## src/rtl/bec_slave_if_if.sv

```systemverilog
// Master/slave bus bundle between the BEC master controller and the slave
// endpoint: operand write phase, processing request, key handshake, results.
interface bec_slave_if_if;
    logic         master_ena_proc;
    logic         load_data;
    logic [2:0]   load_status;
    logic         trigLoad;
    logic [162:0] m_data;
    logic         ki;
    logic         next_key;
    logic [3:0]   becStatus;
    logic         slv_done;
    logic [162:0] s_data;

    modport master (
        output master_ena_proc, load_data, load_status, trigLoad, m_data, ki,
        input  next_key, becStatus, slv_done, s_data
    );

    modport slave (
        input  master_ena_proc, load_data, load_status, trigLoad, m_data, ki,
        output next_key, becStatus, slv_done, s_data
    );
endinterface

```

## src/rtl/bec_slave_if.sv

```systemverilog
// Slave endpoint of the BEC bus: captures six 163-bit operands from the
// master, sequences the datapath core once per key bit with a key-advance
// handshake back to the master, and returns the result coordinates.
module bec_slave_if #(
    parameter int KEY_BITS = 163
) (
    input  logic            clk,
    input  logic            rst,
    bec_slave_if_if.slave   bus,
    output logic            core_step,
    output logic            core_ki,
    input  logic            core_done,
    input  logic [162:0]    core_res_w,
    input  logic [162:0]    core_res_z,
    output logic [162:0]    op_w1,
    output logic [162:0]    op_z1,
    output logic [162:0]    op_w2,
    output logic [162:0]    op_z2,
    output logic [162:0]    op_inv_w0,
    output logic [162:0]    op_d
);

    localparam int CNT_W = (KEY_BITS > 1) ? $clog2(KEY_BITS) : 1;

    typedef enum logic [2:0] {
        IDLE = 3'd0,
        STEP = 3'd1,
        WAIT = 3'd2,
        ADV  = 3'd3,
        DONE = 3'd4
    } state_t;

    state_t             state;
    logic [CNT_W-1:0]   cnt;
    logic [5:0]         loaded;
    logic               err;
    logic               trig_q;
    logic               ena_q;
    logic               ld_q;
    logic [162:0]       s_data_r;
    logic [162:0]       bank_w1, bank_z1, bank_w2, bank_z2, bank_inv_w0, bank_d;

    logic               trig_rise;
    logic               ena_rise;
    logic               ld_rise;
    logic               capture_ok;

    assign trig_rise  = bus.trigLoad & ~trig_q;
    assign ena_rise   = bus.master_ena_proc & ~ena_q;
    assign ld_rise    = bus.load_data & ~ld_q;
    // The operand bank is frozen while the core is iterating over it.
    assign capture_ok = (state == IDLE) || (state == DONE);

    // Edge detectors, operand capture, error flag and the run-sequencing FSM.
    always_ff @(posedge clk or posedge rst) begin
        if (rst) begin
            state       <= IDLE;
            cnt         <= '0;
            loaded      <= '0;
            err         <= 1'b0;
            trig_q      <= 1'b0;
            ena_q       <= 1'b0;
            ld_q        <= 1'b0;
            s_data_r    <= '0;
            bank_w1     <= '0;
            bank_z1     <= '0;
            bank_w2     <= '0;
            bank_z2     <= '0;
            bank_inv_w0 <= '0;
            bank_d      <= '0;
        end else begin
            trig_q <= bus.trigLoad;
            ena_q  <= bus.master_ena_proc;
            ld_q   <= bus.load_data;

            if (capture_ok && trig_rise && bus.load_data) begin
                case (bus.load_status)
                    3'd0: begin bank_w1     <= bus.m_data; loaded[0] <= 1'b1; err <= 1'b0; end
                    3'd1: begin bank_z1     <= bus.m_data; loaded[1] <= 1'b1; err <= 1'b0; end
                    3'd2: begin bank_w2     <= bus.m_data; loaded[2] <= 1'b1; err <= 1'b0; end
                    3'd3: begin bank_z2     <= bus.m_data; loaded[3] <= 1'b1; err <= 1'b0; end
                    3'd4: begin bank_inv_w0 <= bus.m_data; loaded[4] <= 1'b1; err <= 1'b0; end
                    3'd5: begin bank_d      <= bus.m_data; loaded[5] <= 1'b1; err <= 1'b0; end
                    default: ;
                endcase
            end

            case (state)
                IDLE: begin
                    if (ena_rise) begin
                        if (loaded == 6'h3F) begin
                            state <= STEP;
                            cnt   <= CNT_W'(KEY_BITS - 1);
                        end else begin
                            err <= 1'b1;
                        end
                    end
                end
                STEP: begin
                    if (!bus.master_ena_proc) state <= IDLE;
                    else                      state <= WAIT;
                end
                WAIT: begin
                    if (!bus.master_ena_proc) state <= IDLE;
                    else if (core_done)       state <= ADV;
                end
                ADV: begin
                    if (!bus.master_ena_proc) begin
                        state <= IDLE;
                    end else if (cnt == '0) begin
                        state <= DONE;
                    end else begin
                        cnt   <= cnt - CNT_W'(1);
                        state <= STEP;
                    end
                end
                DONE: begin
                    s_data_r <= bus.load_status[0] ? core_res_z : core_res_w;
                    if (ld_rise) state <= IDLE;
                end
                default: state <= IDLE;
            endcase
        end
    end

    // Status code: error overrides, otherwise phase and operand fill level.
    always_comb begin
        bus.becStatus = 4'h0;
        if (err) begin
            bus.becStatus = 4'hF;
        end else begin
            case (state)
                IDLE: begin
                    if (loaded == 6'h3F)     bus.becStatus = 4'h2;
                    else if (loaded != 6'h0) bus.becStatus = 4'h1;
                    else                     bus.becStatus = 4'h0;
                end
                STEP, WAIT, ADV: bus.becStatus = 4'h4;
                DONE:            bus.becStatus = 4'h8;
                default:         bus.becStatus = 4'h0;
            endcase
        end
    end

    // Key advance is suppressed when the master aborts during ADV.
    assign core_step    = (state == STEP);
    assign core_ki      = (state == STEP) & bus.ki;
    assign bus.next_key = (state == ADV) & bus.master_ena_proc;
    assign bus.slv_done = (state == DONE);
    assign bus.s_data   = s_data_r;

    assign op_w1     = bank_w1;
    assign op_z1     = bank_z1;
    assign op_w2     = bank_w2;
    assign op_z2     = bank_z2;
    assign op_inv_w0 = bank_inv_w0;
    assign op_d      = bank_d;

endmodule

```

## src/flat_wrapper.sv

```systemverilog
// flat-port wrapper written by rule: the top's interface ports become plain ports
module bec_slave_if_flat 
#(
    parameter int KEY_BITS = 163
)
  (clk, rst, core_step, core_ki, core_done, core_res_w, core_res_z, op_w1, op_z1, op_w2, op_z2, op_inv_w0, op_d, bus_master_ena_proc, bus_load_data, bus_load_status, bus_trigLoad, bus_m_data, bus_ki, bus_next_key, bus_becStatus, bus_slv_done, bus_s_data);
  bec_slave_if_if bus_i ();
  input  logic clk;
  input  logic rst;
  output logic core_step;
  output logic core_ki;
  input  logic core_done;
  input  logic [162:0] core_res_w;
  input  logic [162:0] core_res_z;
  output logic [162:0] op_w1;
  output logic [162:0] op_z1;
  output logic [162:0] op_w2;
  output logic [162:0] op_z2;
  output logic [162:0] op_inv_w0;
  output logic [162:0] op_d;
  input wire logic [$bits(bus_i.master_ena_proc)-1:0] bus_master_ena_proc;
  input wire logic [$bits(bus_i.load_data)-1:0] bus_load_data;
  input wire logic [$bits(bus_i.load_status)-1:0] bus_load_status;
  input wire logic [$bits(bus_i.trigLoad)-1:0] bus_trigLoad;
  input wire logic [$bits(bus_i.m_data)-1:0] bus_m_data;
  input wire logic [$bits(bus_i.ki)-1:0] bus_ki;
  output wire logic [$bits(bus_i.next_key)-1:0] bus_next_key;
  output wire logic [$bits(bus_i.becStatus)-1:0] bus_becStatus;
  output wire logic [$bits(bus_i.slv_done)-1:0] bus_slv_done;
  output wire logic [$bits(bus_i.s_data)-1:0] bus_s_data;
  assign bus_i.master_ena_proc = bus_master_ena_proc;
  assign bus_i.load_data = bus_load_data;
  assign bus_i.load_status = bus_load_status;
  assign bus_i.trigLoad = bus_trigLoad;
  assign bus_i.m_data = bus_m_data;
  assign bus_i.ki = bus_ki;
  assign bus_next_key = bus_i.next_key;
  assign bus_becStatus = bus_i.becStatus;
  assign bus_slv_done = bus_i.slv_done;
  assign bus_s_data = bus_i.s_data;
  bec_slave_if #(.KEY_BITS(KEY_BITS)) u_core (.clk(clk), .rst(rst), .bus(bus_i), .core_step(core_step), .core_ki(core_ki), .core_done(core_done), .core_res_w(core_res_w), .core_res_z(core_res_z), .op_w1(op_w1), .op_z1(op_z1), .op_w2(op_w2), .op_z2(op_z2), .op_inv_w0(op_inv_w0), .op_d(op_d));
endmodule
```

## config.mk

```make
export PLATFORM = sky130hd
export DESIGN_NAME = bec_slave_if_flat
export DESIGN_NICKNAME = d
export VERILOG_FILES = /design/src/rtl/bec_slave_if_if.sv /design/src/rtl/bec_slave_if.sv /design/src/flat_wrapper.sv
export SDC_FILE = /design/constraint.sdc
export NUM_CORES = 2
export LEC_CHECK = 0
export CELL_PAD_IN_SITES_DETAIL_PLACEMENT = 0
export CELL_PAD_IN_SITES_GLOBAL_PLACEMENT = 2
export CORE_AREA = 2 2 638 640
export CTS_BUF_LIST = sky130_fd_sc_hd__clkbuf_16
export DETAILED_ROUTE_END_ITERATION = 12
export DIE_AREA = 0 0 640 642
export GPL_TIMING_DRIVEN = 0
export PLACE_DENSITY_LB_ADDON = 0.1
export RECOVER_POWER = 25
export SLEW_MARGIN = 40
export SYNTH_ARGS = -nofsm -noshare
export SYNTH_HDL_FRONTEND = slang
export SYNTH_SLANG_ARGS = --single-unit
```

## constraint.sdc

```tcl
create_clock -name clk -period 35.7 [get_ports clk]
set_clock_uncertainty 0.15 [all_clocks]
set_input_delay 3.57 -clock clk [delete_from_list [all_inputs] [get_ports clk]]
set_output_delay 3.57 -clock clk [all_outputs]
set_load 0.03 [all_outputs]
```

# Word-level counts from Yosys, hierarchy flattened
# Index checks and enable logic that the tools add are counted.
[totals]
ram_bits = 0
romBits = 0
out_inout_bits = 1149
memories = 0
ff_bits = 1162
latch_bits = 0
input_bits = 499
elab_cells = 86
[op_classes]
n_bitwise = 8
shifts = 0
magnitude_cmp = 0
mux = 24
reduce_logical = 18
mul = 0
addsub = 1
n_eq_ne = 16
n_div = 0
[op_table]
columns = ["operator", "count"]
rows = [
  ["2-to-1 mux 163 bit", 1],
  ["2-to-1 mux 8 bit", 4],
  ["2-to-1 mux 3 bit", 7],
  ["case mux 8 bit (2 select lines)", 1],
  ["case mux 3 bit (5 select lines)", 1],
  ["== test 3 x 2 -> 1 bit, second input constant", 4],
  ["case mux 4 bit (3 select lines)", 1],
  ["AND reduction 2 bit", 6],
  ["== test 3 bit, second input constant", 3],
  ["zero test 8 bit", 1],
  ["2-to-1 mux 4 bit", 2],
  ["subtractor 8 x 1 -> 8 bit, second input constant", 1],
  ["== test 3 x 1 -> 1 bit, second input constant", 2],
  ["== test 6 bit, second input constant", 1],
  ["zero test 3 bit", 2],
  ["2-to-1 mux 1 bit", 6],
  ["inequality test 2 bit, second input constant", 3],
  ["nonzero test 6 bit", 1],
  ["OR reduction 6 bit", 1],
  ["AND 1 bit", 5],
  ["AND reduction 5 bit", 1],
  ["inequality test 2 x 1 -> 1 bit, second input constant", 2],
  ["AND reduction 4 bit", 1],
  ["inequality test 3 bit, second input constant", 1],
  ["6 further kinds", 9],
]

# Depth between registers and ports, before layout
[depth]
word_depth = 8
ltp_mapped = 8

# Worst setup path after synthesis
# Ideal clock, no wire load.
[synth_path]
path_kind = "input port to output port"
from = "in bus_master_ena_proc"
to = "out bus_next_key"
path_stages = 2
required_ns = 31.980
slack_ns = 28.015
t_arrival_ns = 3.965
path_buffers = 1
path_cell_list = "and4b_1 buf_2"
[synth_between]
elab_chain_len = 1
[synth_lines]
columns = ["element", "line", "source"]
rows = [
  ["start, declared", "flat_wrapper.sv:21", "input wire logic [$bits(bus_i.master_ena_proc)-1:0] bus_master_ena_proc;"],
  ["AND 1 bit", "bec_slave_if.sv:148", "assign bus.next_key = (state == ADV) & bus.master_ena_proc;"],
  ["end, declared", "flat_wrapper.sv:27", "output wire logic [$bits(bus_i.next_key)-1:0] bus_next_key;"],
]
# Every way passes these cells.

==> metrics <==
Post-synth EDFFs 0; Crit. Startpoint rst; DRT Wirelength slightly below 300 mm; I/O Buffers 1647; Crit Reg-Reg Startpoint u_core.state[1]; DR pass1 iterations 4; 1st-iter DRT viols between 1000 and 1500; largest net degree at the start of global routing 22; hold_buf cts 0; first-pass GRT wire length about 380 mm; total chip power 0.00484 W; switching power 0.00175 W; Synth Register Bits roughly 1200; initial cell density of the core about 11%; Non-Filler Instances 10366; Rows about 230; core area between 400000 and 500000 sq um; Reg power frac between 30% and 40%; clock latency on the worst-skew pair about 0.86 ns; CP required 36.64 ns; hold path endpoint u_core.op_z2[122]; failing checks max-capacitance violations, max-slew violations; post-DP HPWL 242 mm; fin nets about 5300; top-area cell type share of the netlist area 64.8%; Crit Path Category in -> async; Period minus WS final about 11 ns; grt total ovfl 0; max cap viols 2; CTS tree done; clock sink count around 1200; CTS root buf clkbuf_16; Comb power frac ~31%; vias in the first global route between 30000 and 40000; highest clock rate 91.9 MHz; setup TNS 0 ns; Worst-Margin Slew ~1.7 ns; clock power share roughly 34%; Hold Crit Class reg -> reg; worst reg2reg path endpoint u_core.op_w2[6]; post-cts resize count 0; Yosys cell types 43; YS warnings 0; Final WS setup ~25 ns; pre-CTS setup slack 26.56 ns; DRC viols 0; final setup violation count 0; reg2reg setup slack around 31 ns; Synth area leader dfrtp_1; Clock Tree Buf Depth 4; Max Slew Vio Count 22; Crit path arrival time about 12 ns; Tcrit/Tclk final a little under a third; critical path endpoint category asynchronous set/reset pin; syn_area_per_cell approximately 16 sq um; Area growth syn-to-layout 65.6%; Syn Nets 3382; share of cells above drive strength 1 between 20% and 30%; Primary FF master, synth dfrtp_1; Final ANT Viol Nets 0; VDD IR-drop max 0.0344 mV; Clock Pin Slew Worst Setup and Hold Paths ~0.050 ns; power per cell area roughly 65 nW/um^2; All-Layer GR Usage ~14%; hold_sp u_core.op_z2[122]; crit-path max FO 20; register area share after synthesis roughly two thirds; top cells by count, synth dfrtp_1 (1162), mux2_2 (968), nor2_1 (173); cell total after placement 10029; Die H 642 microns; CTS Buf Count ~180; P_int 0.00309 W; worst hold path cell count 1; Ports roughly 1600; WL per Instance 28.7 microns; Cell Area, Synth between 40000 and 50000 sq um; H-tree Lvls 4; Pleak 30.9 nW; RSZ-0062 raised after global routing no; final core occ between 10% and 20%; DIE AREA about 410000 sq um; outcome complete, but fails checks; Layout fillers 44161; Setup crit start kind input pin; Post-Syn Instances around 2900; Setup Fix Bufs, Post-CTS 0; worst r2r path cells 6; Rel. slew slack -13.0%; Die X-Extent about 640 microns; Synth area leaders dfrtp_1 (65%), mux2_2 (24%), mux2i_1 (3.7%); DR vias/cell between 3 and 4; GP Congestion between 0.7 and 0.8; final hold vios 0; Vias between 30000 and 40000; antenna violations before repair 110; switch share a little over a third; Async SR Flop Fraction 100%; top-count cell post-synth dfrtp_1
logic make-up after synthesis:
family	synth area share [%]
flip-flops	64.8
multiplexers	28.2
AO/OA/AOI/OAI	2.07
AND/OR/NAND/NOR	2.15
adder cells (fa/ha/maj)	0.0558
buffers and inverters	2.57
XOR/XNOR	0.0781
flip-flops by register name (all words and copies together), names as in the netlist:
signal             flops
u_core.state           3
u_core.op_z1         163
u_core.op_w2         163
u_core.loaded          6
u_core.trig_q          1
u_core.bus.s_data    163
u_core.err             1
u_core.op_z2         163
u_core.op_w1         163
u_core.ena_q           1
u_core.op_d          163
u_core.op_inv_w0     163
u_core.ld_q            1
u_core.cnt             8
critical path, cell delays in order:
cell	delay [ns]
dlygate4sd3_1	0.55
clkinvlp_2	0.35
clkbuf_1	0.70
clkbuf_1	0.61
clkbuf_1	0.95
clkbuf_1	0.96
clkbuf_1	0.65
clkbuf_1	0.74
clkbuf_1	0.70
clkbuf_1	0.99
buf_16	0.24
buf_16	0.17
buf_16	0.17
buf_12	0.19
buf_16	0.17
metal layers:
layer / wire [microns] / global-route usage, %
met1: 93000 / 12.7
met2: 166000 / 27.9
met3: 28700 / 6.02
met4: 9710 / 4.00
met5: 326 / 0
per-stage QoR:
stage	area (sq um)	hold slack [ns]
5_1_grt	74200	0.362
3_5_place_dp	70000	0.329
2_1_floorplan	44900	0.307
4_1_cts	75300	0.347
6_report	74300	0.342
3_3_place_gp	68100	0.324
cell type report:
class                   instances  area (sq um)  share of cell area (%)
multi-input cells            1549         14600                    19.7
flip-flops and latches       1162         29100                    39.1
inverters                       3          12.5                  0.0168
well taps                    5428          6790                    9.14
clock inverters               137           855                    1.15
plain buffers                 167           943                    1.27
repair buffers               1720         17500                    23.5
clock buffers                 177          4430                    5.96
diodes                         23          57.6                  0.0775
placed cells by master, fill, tap and decap left out, types with 4 or more instances in the layout:
cell and instances:
mux2i_1 159, clkbuf_16 177, inv_1 50, clkdlybuf4s50_1 1639, nand3_1 4, mux2i_2 5
nand2_1 8, buf_12 12, inv_6 4, nand2b_1 9, dfrtp_1 1162, buf_16 23
clkbuf_1 107, clkinv_1 49, nor2_1 173, dlygate4sd3_1 5, mux2_2 968, mux2_1 11
buf_2 65, bufinv_16 5, diode_2 23, o21ai_0 4, clkinv_2 19, a21oi_1 167
buf_6 30
worst max-delay path by stage:
stage	depth (start not counted)	slack [ns]	to
CTS	4	26.55	bus_next_key
global placement	2	2.93	u_core.op_w2[94]
floorplan	1	15.94	u_core.bus.s_data[0]
detailed placement	4	26.56	bus_next_key
finish	15	24.81	u_core.op_z2[91]
global route	15	23.51	u_core.op_d[83]
power by group through the flow:
stage	Clock [W]	Sequential [W]	Combinational (W)
6_report	0.00166	0.00167	0.00151
5_1_grt	0.00180	0.00170	0.00158
4_1_cts	0.00176	0.00167	0.00157
3_5_place_dp	0	0.00169	0.00157
3_3_place_gp	0	0.00170	0.00155
2_1_floorplan	0	0.00214	0.000241
Note: power is estimated with default switching activity, not from simulation.
